<file path="src/rtl/cmp_sort_ctrl.sv">
// Burst sorter: loads DEPTH words, bubble-sorts them with one external comparator
// compare per cycle, then streams them out smallest first.
module cmp_sort_ctrl #(
  parameter int WIDTH = 4,
  parameter int DEPTH = 4
) (
  input  logic             clk,
  input  logic             rst_n,
  input  logic             in_valid,
  output logic             in_ready,
  input  logic [WIDTH-1:0] in_data,
  output logic             out_valid,
  input  logic             out_ready,
  output logic [WIDTH-1:0] out_data,
  output logic [WIDTH-1:0] cmp_a,
  output logic [WIDTH-1:0] cmp_b,
  input  logic             cmp_a_eq_b,
  input  logic             cmp_a_gt_b,
  input  logic             cmp_a_lt_b,
  output logic             busy,
  output logic             cmp_err
);

  // state | meaning
  // LOAD  | accepting DEPTH input words into the buffer
  // SORT  | one compare per cycle, swap buffer pair on gt
  // DRAIN | presenting sorted words, smallest first
  localparam int PW = (DEPTH > 1) ? $clog2(DEPTH) : 1;

  typedef enum logic [1:0] {ST_LOAD, ST_SORT, ST_DRAIN} state_t;

  state_t           state, state_nxt;
  logic [WIDTH-1:0] mem [DEPTH];
  logic [PW-1:0]    wr_ptr, rd_ptr, j, pass;
  logic [PW-1:0]    j_nxt;
  logic             pass_swapped;
  logic             cmp_err_q;

  logic in_accept, out_accept;
  logic res_one_hot, swap_now;
  logic last_cmp, last_pass;
  logic last_wr, last_rd;

  assign j_nxt       = j + PW'(1);
  assign in_accept   = (state == ST_LOAD) && in_valid;
  assign out_accept  = (state == ST_DRAIN) && out_ready;
  assign res_one_hot = ({cmp_a_eq_b, cmp_a_gt_b, cmp_a_lt_b} == 3'b100) ||
                       ({cmp_a_eq_b, cmp_a_gt_b, cmp_a_lt_b} == 3'b010) ||
                       ({cmp_a_eq_b, cmp_a_gt_b, cmp_a_lt_b} == 3'b001);
  assign swap_now    = (state == ST_SORT) && res_one_hot && cmp_a_gt_b;
  assign last_cmp    = (j == PW'(DEPTH - 2));
  assign last_pass   = (pass == PW'(DEPTH - 2));
  assign last_wr     = (wr_ptr == PW'(DEPTH - 1));
  assign last_rd     = (rd_ptr == PW'(DEPTH - 1));

  always_ff @(posedge clk or negedge rst_n) begin
    if (!rst_n) state <= ST_LOAD;
    else        state <= state_nxt;
  end

  always_comb begin
    state_nxt = state;
    case (state)
      ST_LOAD:  if (in_accept && last_wr) state_nxt = ST_SORT;
      ST_SORT:  if (last_cmp && (!(pass_swapped || swap_now) || last_pass))
                  state_nxt = ST_DRAIN;
      ST_DRAIN: if (out_accept && last_rd) state_nxt = ST_LOAD;
      default:  state_nxt = ST_LOAD;
    endcase
  end

  always_ff @(posedge clk or negedge rst_n) begin
    if (!rst_n) begin
      for (int i = 0; i < DEPTH; i++) mem[i] <= '0;
      wr_ptr       <= '0;
      rd_ptr       <= '0;
      j            <= '0;
      pass         <= '0;
      pass_swapped <= 1'b0;
      cmp_err_q    <= 1'b0;
    end else begin
      if (in_accept) begin
        mem[wr_ptr] <= in_data;
        wr_ptr      <= last_wr ? '0 : wr_ptr + PW'(1);
      end
      if (state == ST_SORT) begin
        if (!res_one_hot) cmp_err_q <= 1'b1;
        if (swap_now) begin
          mem[j]     <= mem[j_nxt];
          mem[j_nxt] <= mem[j];
        end
        // Pass bookkeeping resets at every pass end; leaving SORT also leaves it clean.
        if (last_cmp) begin
          j            <= '0;
          pass_swapped <= 1'b0;
          pass         <= (state_nxt == ST_SORT) ? pass + PW'(1) : '0;
        end else begin
          j            <= j_nxt;
          pass_swapped <= pass_swapped || swap_now;
        end
      end
      if (out_accept) rd_ptr <= last_rd ? '0 : rd_ptr + PW'(1);
    end
  end

  assign in_ready  = (state == ST_LOAD);
  assign out_valid = (state == ST_DRAIN);
  assign busy      = (state == ST_SORT);
  assign out_data  = (state == ST_DRAIN) ? mem[rd_ptr] : '0;
  assign cmp_a     = (state == ST_SORT) ? mem[j] : '0;
  assign cmp_b     = (state == ST_SORT) ? mem[j_nxt] : '0;
  assign cmp_err   = cmp_err_q;

endmodule

</file>
<file path="config.mk">
export PLATFORM = sky130hd
export DESIGN_NAME = cmp_sort_ctrl
export DESIGN_NICKNAME = d
export VERILOG_FILES = /design/src/rtl/cmp_sort_ctrl.sv
export SDC_FILE = /design/constraint.sdc
export NUM_CORES = 1
export LEC_CHECK = 0
export BUFFER_PORTS_ARGS = -buffer_cell sky130_fd_sc_hd__buf_4
export CAP_MARGIN = 0
export CORE_MARGIN = 8
export CORE_UTILIZATION = 45
export CTS_CLUSTER_SIZE = 8
export DETAILED_ROUTE_END_ITERATION = 12
export PLACE_DENSITY = 0.77
export SYNTH_ARGS = -nofsm -noshare
export SYNTH_HDL_FRONTEND = slang
export SYNTH_SLANG_ARGS = --single-unit
</file>
<file path="constraint.sdc">
create_clock -name clk -period 5.2 [get_ports clk]
set_input_delay 0.78 -clock clk [delete_from_list [all_inputs] [get_ports clk]]
set_output_delay 0.78 -clock clk [all_outputs]
set_load 0.02 [all_outputs]
</file>
==> metrics, run 1 <==
Detailed Route WL=5840 um; Via density=6.43; Synth Area in Adders=5.91%; fin area=2380 sq um; FP Rows=25; DP Cell Count=276; Synth Instances=207; final core utilization=51.5%; Yosys reg bits=28; pwr/cell area=641 nW/um^2; GRT Overall Usage=16.6%; # port buffers=26; synth top area cells=dfrtp_1, mux4_2, mux2i_1, ha_1, nand2_1; Setup Fix Bufs, Post-CTS=0; I/O pin cnt=27; Final Hold Viols=0; CTS tree=built; Starting Density=45.7%; Compound-Gate Fraction of Synth Area=10.9%; fin crit share=61.9%; layout cells sized above 1=26.5%; Yosys top cell area share=33.1%; GPL Wtd Cong=0.931; Core Region=4630 sq um; Synth Net Count=228; Die W=84.6 um; Setup Skew=0.00252 ns; clk_lat worst skew=0.28 ns; crit path DAT=2.44 ns; Buffers & Inverters on Critical Path=2; worst reg2reg path depth=6; non-filler cells, final=280; Clk pin slew, worst setup/hold paths=0.10 ns; total CTS buffers=3; CP Max Fanout=11; worst min path class=in -> async; Layout Nets=248; largest family of logic cells by synthesized area=simple AND/OR/NAND/NOR gates; Die ar.=7160 sq um; TritonCTS Sinks=28; outcome=completed; htree depth=1; Final Max Tran Viols=0; Longest Clk Path Bufs=2; maximum vdd drop=0.000201 V; largest net degree at the start of global routing=29; Hold-fix buffers, CTS=0; Reg-to-Reg End=mem[14]; antenna violations before repair=0; number of max-cap violations=0; slowest CP cell=dfrtp_1; # setup viols final=0; Ys Warns=0; hpwl dp=4130 um; total negative slack=0 ns; Die Height=84.6 um; fmax=0.310 GHz; synth unique cells=41; post-synthesis mux area share=20.5%; Worst Path Required=4.42 ns; global-route wire length before repair=9400 um; vias in the first global route=1846; leak pwr=0.965 nW; origin of the worst setup path=j[0]; XOR/XNOR Fraction of Synth Area=0.827%; first drt pass iteration count=5; setup slack, reg-to-reg=2.70 ns; syn avg cell area=10.2 sq um; RSZ-0062 raised after global routing=false; Area after DPL=2310 sq um; post-synthesis simple-gate area fraction=24.2%; minimum clock period=3.22 ns; type of the worst setup path=reg -> out; Crit path largest cell delay=0.66 ns; DR WL/cell=20.9 um; DRC viols=0; final worst slack=1.98 ns; total grt overflow=0; pre-CTS setup slack=2.28 ns; Syn-to-layout area delta=12.6%; crit path capture=cmp_b[1]; startpoint types=flip-flop; top cell type by total area after synthesis=dfrtp_1; antenna diode count=0; total number of vias=1799; Cell Chain, Critical Path=inv_1, ha_1, mux4_2, and2_1, buf_4; post-route ant nets=0; sequential share of the synthesized area=33.1%; 1st-iter DRT viols=179; worst slew pin tran=1.17 ns; Critical Path Stages=5; # resized after CTS=0; Top delay family on crit path=flip-flops; Critical Path End Type=output pin; worst r2r src=j[0]; Post-Synthesis Cell Area=2120 sq um; Slew HR=22.2%; Root Buffer=clkbuf_8
-- layout make-up --
class,instances,area (sq um)
clock buffers,3,41.3
inverters,6,22.5
fillers,419,2240
flip-flops and latches,28,701
multi-input cells,161,1320
clock inverters,1,30.0
well taps,54,67.6
repair buffers,27,203
-- sequential cells by signal, indices dropped and copies added (netlist names) --
signal	flops
cmp_err	1
j	2
mem	16
pass	2
pass_swapped	1
rd_ptr	2
state	2
wr_ptr	2
-- how the worst min path moves through the flow --
stage                        from        end  slack (ns)  cells past startpoint
after floorplan           pass[1]    pass[1]        0.45                      2
after global placement    cmp_err    cmp_err        0.44                      1
after detailed placement  cmp_err    cmp_err        0.45                      1
after CTS                   rst_n     mem[7]        0.42                      1
after global routing        rst_n  wr_ptr[0]        0.43                      1
final                       rst_n    cmp_err        0.40                      1
-- cell families (layout without fill, tap and decap cells) --
group / Yosys count / after routing
compound gates: 35 / 35
xor+xnor: 2 / 2
fa+ha+maj: 10 / 10
buf+inv: 18 / 37
flops: 28 / 28
mux: 28 / 28
simple gates: 86 / 86
-- metal layers --
metal	global-route usage [%]	share of wire, %	vias to the layer above	wire length [um]
li1	-	-	791	-
met1	19.3	37	876	2170
met2	27.7	49	106	2860
met3	4.39	10	26	603
met4	8.09	3.6	0	210
met5	0	0	-	0
-- cells in the mapped netlist (all sizes together) --
library cell	number
nand2	30
dfrtp	28
and2	15
o21ai	15
mux2i	13
mux4	12
and3	11
ha	10
nor3	10
nor2b	8
buf	7
inv	6
clkbuf	5
nor2	5
a211oi	3
a21o	3
a21oi	3
a221oi	3
and4bb	3
mux2	3
o21a	2
or2	2
a22o	1
a311oi	1
a31oi	1
a32o	1
nand4bb	1
nor4bb	1
o21bai	1
o31ai	1
xnor2	1
xor2	1
-- per-stage QoR --
| stage | total power [mW] | hold slack, ns |
|---|---|---|
| 3_3_place_gp | 1.31 | 0.439 |
| 5_1_grt | 1.63 | 0.427 |
| 6_report | 1.53 | 0.401 |
| 4_1_cts | 1.52 | 0.419 |
| 2_1_floorplan | 1.08 | 0.453 |
| 3_5_place_dp | 1.34 | 0.446 |
-- report_power, final --
part	internal [mW]	leakage [nW]	switching [mW]	total [mW]
sequential	0.320	0.338	0.154	0.475
clock	0.103	0.0357	0.0714	0.175
combinational	0.429	0.591	0.449	0.879
total	0.853	0.965	0.675	1.53
-- placed cells by master, fill, tap and decap left out, types with 3 or more instances in the layout --
cell type | netlist | routed
buf_4 | 1 | 27
nor3_1 | 3 | 3
and2_1 | 15 | 15
nand2_1 | 30 | 30
dfrtp_1 | 28 | 28
a21oi_1 | 3 | 3
mux2_2 | 3 | 3
clkbuf_8 | 0 | 3
nor2b_1 | 8 | 8
o21ai_0 | 5 | 5
nor2_1 | 4 | 4
and4bb_2 | 3 | 3
inv_1 | 6 | 6
a21o_1 | 3 | 3
ha_1 | 10 | 10
mux2i_1 | 13 | 13
mux4_2 | 12 | 12
a211oi_1 | 3 | 3
o21ai_1 | 10 | 10
nor3_2 | 6 | 6
and3_1 | 11 | 11
Power figures use the tool's default switching activity.
==> run 2, diff against run 1 <==
ABC_AREA = 1   (was not set)
clock period = 3.04 ns   (was 5.2 ns; I/O delays follow)
==> run 2 against run 1 <==
Hold slack worse by 0.33 ns. Sequential power grew 55%. Sequential share of layout area is essentially flat. Routed wire length is 3.6% lower. Non-clock buffer count unchanged. Clock power rose by 72%. Register-to-register slack lost 1.6 ns. Via count grew 16%. Critical path type unchanged.
==> metrics, run 2 <==
outcome=completed (unchanged); CTS tree=built (unchanged); startpoint types=flip-flop (unchanged); first drt pass iteration count=5 (unchanged); Die Height=84.4 um (was 84.6 um); Clk pin slew, worst setup/hold paths=0.10 ns (about the same); Final Hold Viols=0 (unchanged); Die ar.=7120 sq um (was 7160 sq um); most frequent cells in the layout=nand2_1, o21ai_0, inv_1 (was nand2_1, dfrtp_1, buf_4); antenna diode count=0 (unchanged); Setup Skew=0.00472 ns (was 0.00252 ns); cell with the most instances after synthesis=nand2_1 (unchanged); synth unique cells=26 (was 41); Root Buffer=clkbuf_8 (unchanged); minimum clock period=2.55 ns; GRT Overall Usage=16.1% (was 16.6%); Crit path largest cell delay=0.38 ns (was 0.66 ns); synth top area cells=dfrtp_1, nand2_1, o21ai_0, o211ai_1, ha_1 (was dfrtp_1, mux4_2, mux2i_1, ha_1, nand2_1); Top delay family on crit path=buffers and inverters (was flip-flops); Synth Area in Adders=5.95% (was 5.91%); fin crit share=83.7%; antenna violations before repair=0 (unchanged); top cell type by total area after synthesis=dfrtp_1 (unchanged); leak pwr=1.10 nW (was 0.965 nW); worst min path class=in -> async (unchanged); 1st-iter DRT viols=351 (was 179); worst slew pin tran=0.595 ns (was 1.17 ns); Hold-fix buffers, CTS=0 (unchanged); post-synthesis mux area share=0.535% (was 20.5%); global-route wire length before repair=9300 um (was 9400 um); commonest non-fill, non-tap cell in the layout=nand2_1 (unchanged); EDFF count, synth=0 (unchanged); # port buffers=26 (unchanged); I/O pin cnt=27 (unchanged); DRC viols=0 (unchanged); vias in the first global route=1840 (was 1846); TritonCTS Sinks=28 (unchanged); Via density=5.63 (was 6.43); Cell Chain, Critical Path=buf_4, inv_2, ha_1, inv_1, a21oi_1, o21ai_0, nand2_1, nor2_1, buf_4 (was inv_1, ha_1, mux4_2, and2_1, buf_4); largest net degree at the start of global routing=29 (unchanged); RSZ-0062 raised after global routing=false (unchanged); Top reg by flops=mem (unchanged); total grt overflow=0 (unchanged); sequential share of the synthesized area=33.3% (was 33.1%); crit path DAT=2.09 ns (was 2.44 ns); Yosys top cell area share=33.3% (was 33.1%); pre-CTS setup slack=0.884 ns (was 2.28 ns); Layout Nets=340 (was 248); total number of vias=2094 (was 1799); Compound-Gate Fraction of Synth Area=26.5% (was 10.9%); Detailed Route WL=5630 um (was 5840 um); ys async rst share=100% (unchanged); syn avg cell area=7.15 sq um (was 10.2 sq um); Synth Instances=294 (was 207); Syn-to-layout area delta=13.2% (was 12.6%); Post-Synthesis Cell Area=2100 sq um (was 2120 sq um); slowest CP cell=ha_1 (was dfrtp_1); Core Region=4630 sq um (unchanged); fmax=0.393 GHz; Setup Fix Bufs, Post-CTS=0 (unchanged); Slew HR=59.9% (was 22.2%); Final Max Tran Viols=0 (unchanged); htree depth=1 (unchanged); Primary FF master, synth=dfrtp_1 (unchanged); clk_lat worst skew=0.29 ns (was 0.28 ns); Critical Path End Type=output pin (unchanged); layout cells sized above 1=16.4% (was 26.5%); largest family of logic cells by synthesized area=compound AO/OA/AOI/OAI gates (was simple AND/OR/NAND/NOR gates); CP Max Fanout=27 (was 11); total power=2.72 mW (was 1.53 mW); total negative slack=0 ns (unchanged); GPL Wtd Cong=0.990 (was 0.931); FP Rows=25 (unchanged); total CTS buffers=3 (unchanged); Starting Density=45.4% (was 45.7%); Commonest cells post-synth=nand2_1, o21ai_0, inv_1 (was nand2_1, dfrtp_1, and2_1); hpwl dp=4270 um (was 4130 um); Worst Path Required=2.58 ns (was 4.42 ns); post-route ant nets=0 (unchanged); Buffers & Inverters on Critical Path=4 (was 2); number of max-cap violations=0 (unchanged); crit-path most repeated cell=buf_4; Longest Clk Path Bufs=2 (unchanged); XOR/XNOR Fraction of Synth Area=0% (was 0.827%); # resized after CTS=0 (unchanged); final worst slack=0.494 ns (was 1.98 ns); Synth Net Count=315 (was 228); post-synthesis simple-gate area fraction=24.1% (was 24.2%); maximum vdd drop=0.000409 V (was 0.000201 V); type of the worst setup path=reg -> out (unchanged); # setup viols final=0 (unchanged); final core utilization=51.4% (was 51.5%); Ys Warns=0 (unchanged); pwr/cell area=1140 nW/um^2 (was 641 nW/um^2); Largest register FFs=16 (unchanged); Yosys reg bits=28 (unchanged); DR WL/cell=15.1 um (was 20.9 um); Die W=84.4 um (was 84.6 um)
==> run 2: cell types whose count changed after synthesis, sizes merged, moves of 11 or more <==
cell	previous run	this run
nand2	30	78
nand3	0	18
mux4	12	0
nor2	5	19
o211ai	0	20
inv	6	37
and3	11	0
mux2i	13	0
o21ai	15	46
a21oi	3	25
and2	15	0
==> run 2: layout make-up <==
| cell class | count | area (sq um) |
|---|---|---|
| tap | 54 | 67.6 |
| timing repair buffer | 27 | 203 |
| sequential | 28 | 701 |
| multi-input combinational | 222 | 1200 |
| inverter | 37 | 139 |
| clock inverter | 1 | 30.0 |
| clock buffer | 3 | 41.3 |
| fill | 471 | 2250 |
==> run 2: metrics by stage <==
stage / std cells / hold slack (ns) / cell area, sq um
after floorplan: 294 / 0.160 / 2100
after global placement: 368 / 0.388 / 2310
after detailed placement: 368 / 0.397 / 2310
after CTS: 372 / 0.0773 / 2380
after global routing: 372 / 0.0902 / 2380
final: 372 / 0.0681 / 2380
==> run 2: final timing paths <==
check | startpoint | to | slack [ns] | cells past startpoint
min in group clk | in_data[2] | mem[2] | 0.44 | 3
worst min register to register | cmp_err | cmp_err | 0.49 | 1
worst max register to register | j[0] | mem[7] | 1.06 | 10
max in group asynchronous | rst_n | mem[8] | 2.70 | 1
worst min-delay path | rst_n | rd_ptr[1] | 0.07 | 1
worst max-delay path | j[0] | cmp_b[1] | 0.49 | 9
==> run 2: power by group <==
group          total [mW]  internal, mW  switching (mW)
Clock               0.301         0.177           0.125
Sequential          0.737         0.546           0.191
Combinational        1.68         0.580            1.10
==> run 2: cells by family after synthesis <==
group | count (synthesis)
fa+ha+maj | 10
simple gates | 117
flops | 28
compound gates | 94
mux | 1
buf+inv | 44
==> run 2: worst register-to-register path: stages, from the launching register on <==
cell	delay, ns
dfrtp_1	0.33
buf_4	0.25
inv_2	0.14
ha_1	0.38
inv_1	0.14
a21oi_1	0.05
o21ai_0	0.08
nand2_1	0.13
o21ai_0	0.23
nand3_1	0.12
nand2_1	0.08
==> run 2: metal layers <==
metal	GRT usage (%)	wire, um	vias to the layer above
li1	-	-	1035
met1	21.7	2420	940
met2	25.8	2640	101
met3	1.56	381	18
met4	6.31	188	0
met5	0	0	-
==> run 3, diff against run 2 <==
PLACE_DENSITY = 0.79   (was 0.77)
clock period = 2.1 ns   (was 3.04 ns; I/O delays follow)
==> run 3 against run 2 <==
Flip-flop and latch count did not move. Hold slack better by 0.24 ns. Count of clock-buffer cells in the layout rose by 1. Via count rose by 1.1%. Total power rose by 45%. First-iteration DRC count is 14% lower. Critical path depth down 1. Critical path type unchanged. Global-route usage shrank 0.58 points. Clock skew down 0.00091 ns. Highest routed layer unchanged. Combinational power up 51%.
==> metrics, run 3 (synthesis results as in run 2) <==
outcome=completed (unchanged); RSZ-0062 raised after global routing=false (unchanged); Starting Density=45.4% (unchanged); Cell Chain, Critical Path=inv_1, ha_4, inv_1, a21oi_1, o21ai_0, nand2_1, nor2_1, buf_4 (was buf_4, inv_2, ha_1, inv_1, a21oi_1, o21ai_0, nand2_1, nor2_1, buf_4); GRT Overall Usage=15.5% (was 16.1%); total number of vias=2116 (was 2094); origin of the worst setup path=j[1] (was j[0]); Detailed Route WL=5580 um (was 5630 um); worst reg2reg path depth=5 (was 10); Gate power share=64.5% (was 61.9%); leak pwr=1.12 nW (was 1.10 nW); Via density=5.60 (was 5.63); vias in the first global route=1907 (was 1840); Seq pwr share=26.8% (was 27.1%); worst r2r src=j[0] (unchanged); layout cells sized above 1=17.9% (was 16.4%); slowest CP cell=dfrtp_1 (was ha_1); total CTS buffers=3 (unchanged); Layout Nets=346 (was 340); fmax=0.500 GHz; Die W=84.4 um (unchanged); antenna violations before repair=0 (unchanged); Worst Hold Depth=3; pwr/cell area=1620 nW/um^2 (was 1140 nW/um^2); Hold Path Sink=mem[2]; htree depth=1 (unchanged); Setup Skew=0.00381 ns (was 0.00472 ns); FP Rows=25 (unchanged); global-route wire length before repair=9030 um (was 9300 um); I/O pin cnt=27 (unchanged); Area after DPL=2330 sq um (was 2310 sq um); 1st-iter DRT viols=302 (was 351); # fillers=424 (was 471); CTS tree=built (unchanged); crit path DAT=1.68 ns (was 2.09 ns); antenna diode count=0 (unchanged); number of max-cap violations=0 (unchanged); Reg-to-Reg End=mem[3] (was mem[7]); maximum vdd drop=0.000546 V (was 0.000409 V); Final Max Tran Viols=0 (unchanged); Largest register FFs=16 (unchanged); commonest non-fill, non-tap cell in the layout=nand2_1 (unchanged); Internal Power=1.88 mW (was 1.30 mW); crit-path most repeated cell=inv_1 (was buf_4); CP Max Fanout=5 (was 27); Root Buffer=clkbuf_8 (unchanged); Slew HR=56.9% (was 59.9%); TritonCTS Sinks=28 (unchanged); worst min path class=in -> reg (was in -> async); setup slack, reg-to-reg=0.24 ns (was 1.06 ns); Core Region=4630 sq um (unchanged); fin crit share=95.2%; fin area=2420 sq um (was 2380 sq um); clk_lat worst skew=0.28 ns (was 0.29 ns); Syn-to-layout area delta=15.3% (was 13.2%); sw frac=52.1% (about the same); Crit path largest cell delay=0.39 ns (was 0.38 ns); Longest Clk Path Bufs=2 (unchanged); minimum clock period=2.00 ns; Psw=2.05 mW (was 1.42 mW); # port buffers=26 (unchanged); largest net degree at the start of global routing=29 (unchanged); DR WL/cell=14.7 um (was 15.1 um); Top reg by flops=mem (unchanged); type of the worst setup path=reg -> out (unchanged); non-filler cells, final=378 (was 372); Worst Min Path Start=in_data[2]; most frequent cells in the layout=nand2_1, o21ai_0, inv_1, buf_4, dfrtp_1 (was nand2_1, o21ai_0, inv_1); Clk pwr share=8.7% (was 11.1%); hpwl dp=4180 um (was 4270 um); multi-input logic area=1210 sq um (was 1200 sq um); GPL Wtd Cong=0.993 (was 0.990); Clk pin slew, worst setup/hold paths=0.10 ns (about the same); total grt overflow=0 (unchanged); Final Hold Viols=0 (unchanged); Worst Path Required=1.78 ns (was 2.58 ns); startpoint types=flip-flop (unchanged); total power=3.94 mW (was 2.72 mW); DRC viols=0 (unchanged); Die ar.=7120 sq um (unchanged); Critical Path End Type=output pin (unchanged); worst slew pin tran=0.640 ns (was 0.595 ns); # setup viols final=0 (unchanged); Reg area=701 sq um (unchanged); post-route ant nets=0 (unchanged); DP Cell Count=371 (was 368); first drt pass iteration count=5 (unchanged); total negative slack=0 ns (unchanged); Die Height=84.4 um (unchanged)
[run 3: cell types whose count changed in the layout (fill, tap and decap cells not counted)]
cell,delta
ha_4,+1
dlygate4sd3_1,+1
buf_4,+5
clkbuf_8,+1
bufinv_16,-1
ha_1,-1
[run 3: power by group through the flow]
stage                     Clock (mW)  Combinational [mW]  Sequential, mW
after floorplan                    0                1.81           0.958
after global placement             0                2.37            1.06
after detailed placement           0                2.41            1.06
after CTS                      0.346                2.46            1.04
after global routing           0.359                2.85            1.09
final                          0.342                2.54            1.05
[run 3: through the flow]
stage	hold WS [ns]	setup slack, ns	util [%]
2_1_floorplan	0.0194	0.267	-
3_3_place_gp	0.250	0.342	50.4
3_5_place_dp	0.258	0.261	50.4
4_1_cts	0.304	0.0601	52.1
5_1_grt	0.326	0.0101	52.4
6_report	0.304	0.100	52.4
[run 3: how the worst max path moves through the flow]
stage	slack (ns)	endpoint	cells past startpoint
final	0.10	cmp_b[0]	8
after CTS	0.06	cmp_b[0]	8
after global routing	0.01	cmp_b[0]	8
after global placement	0.34	mem[1]	5
after detailed placement	0.26	cmp_b[0]	8
after floorplan	0.27	cmp_b[0]	7
[run 3: layout make-up]
cell class | count | share of cell area (%)
multi-input cells | 222 | 50.0
flip-flops and latches | 28 | 28.9
repair buffers | 33 | 10.3
inverters | 37 | 5.73
well taps | 54 | 2.79
clock buffers | 4 | 2.27
[run 3: critical path, delay by kind of cell, from the launching register on]
family | cells | cell delay, ns
AO/OA/AOI/OAI | 2 | 0.15
adder cells (fa/ha/maj) | 1 | 0.22
buffers and inverters | 3 | 0.38
AND/OR/NAND/NOR | 2 | 0.26
flip-flops | 1 | 0.39
[run 3: what timing repair did]
item	4_1_cts	5_1_grt
setup endpoints to repair	4	4
hold buffers	1	0
resized for setup	0	1
pin swaps	0	0
hold endpoints to repair	28	0
setup buffers	2	0
[run 3: metal layers]
metal	vias to the layer above	part of all wire [%]	track usage (%)
met5	-	0	0
met4	0	2.8	7.44
met3	18	7.7	2.63
met2	101	48	25.8
met1	950	41	19.0
li1	1047	-	-
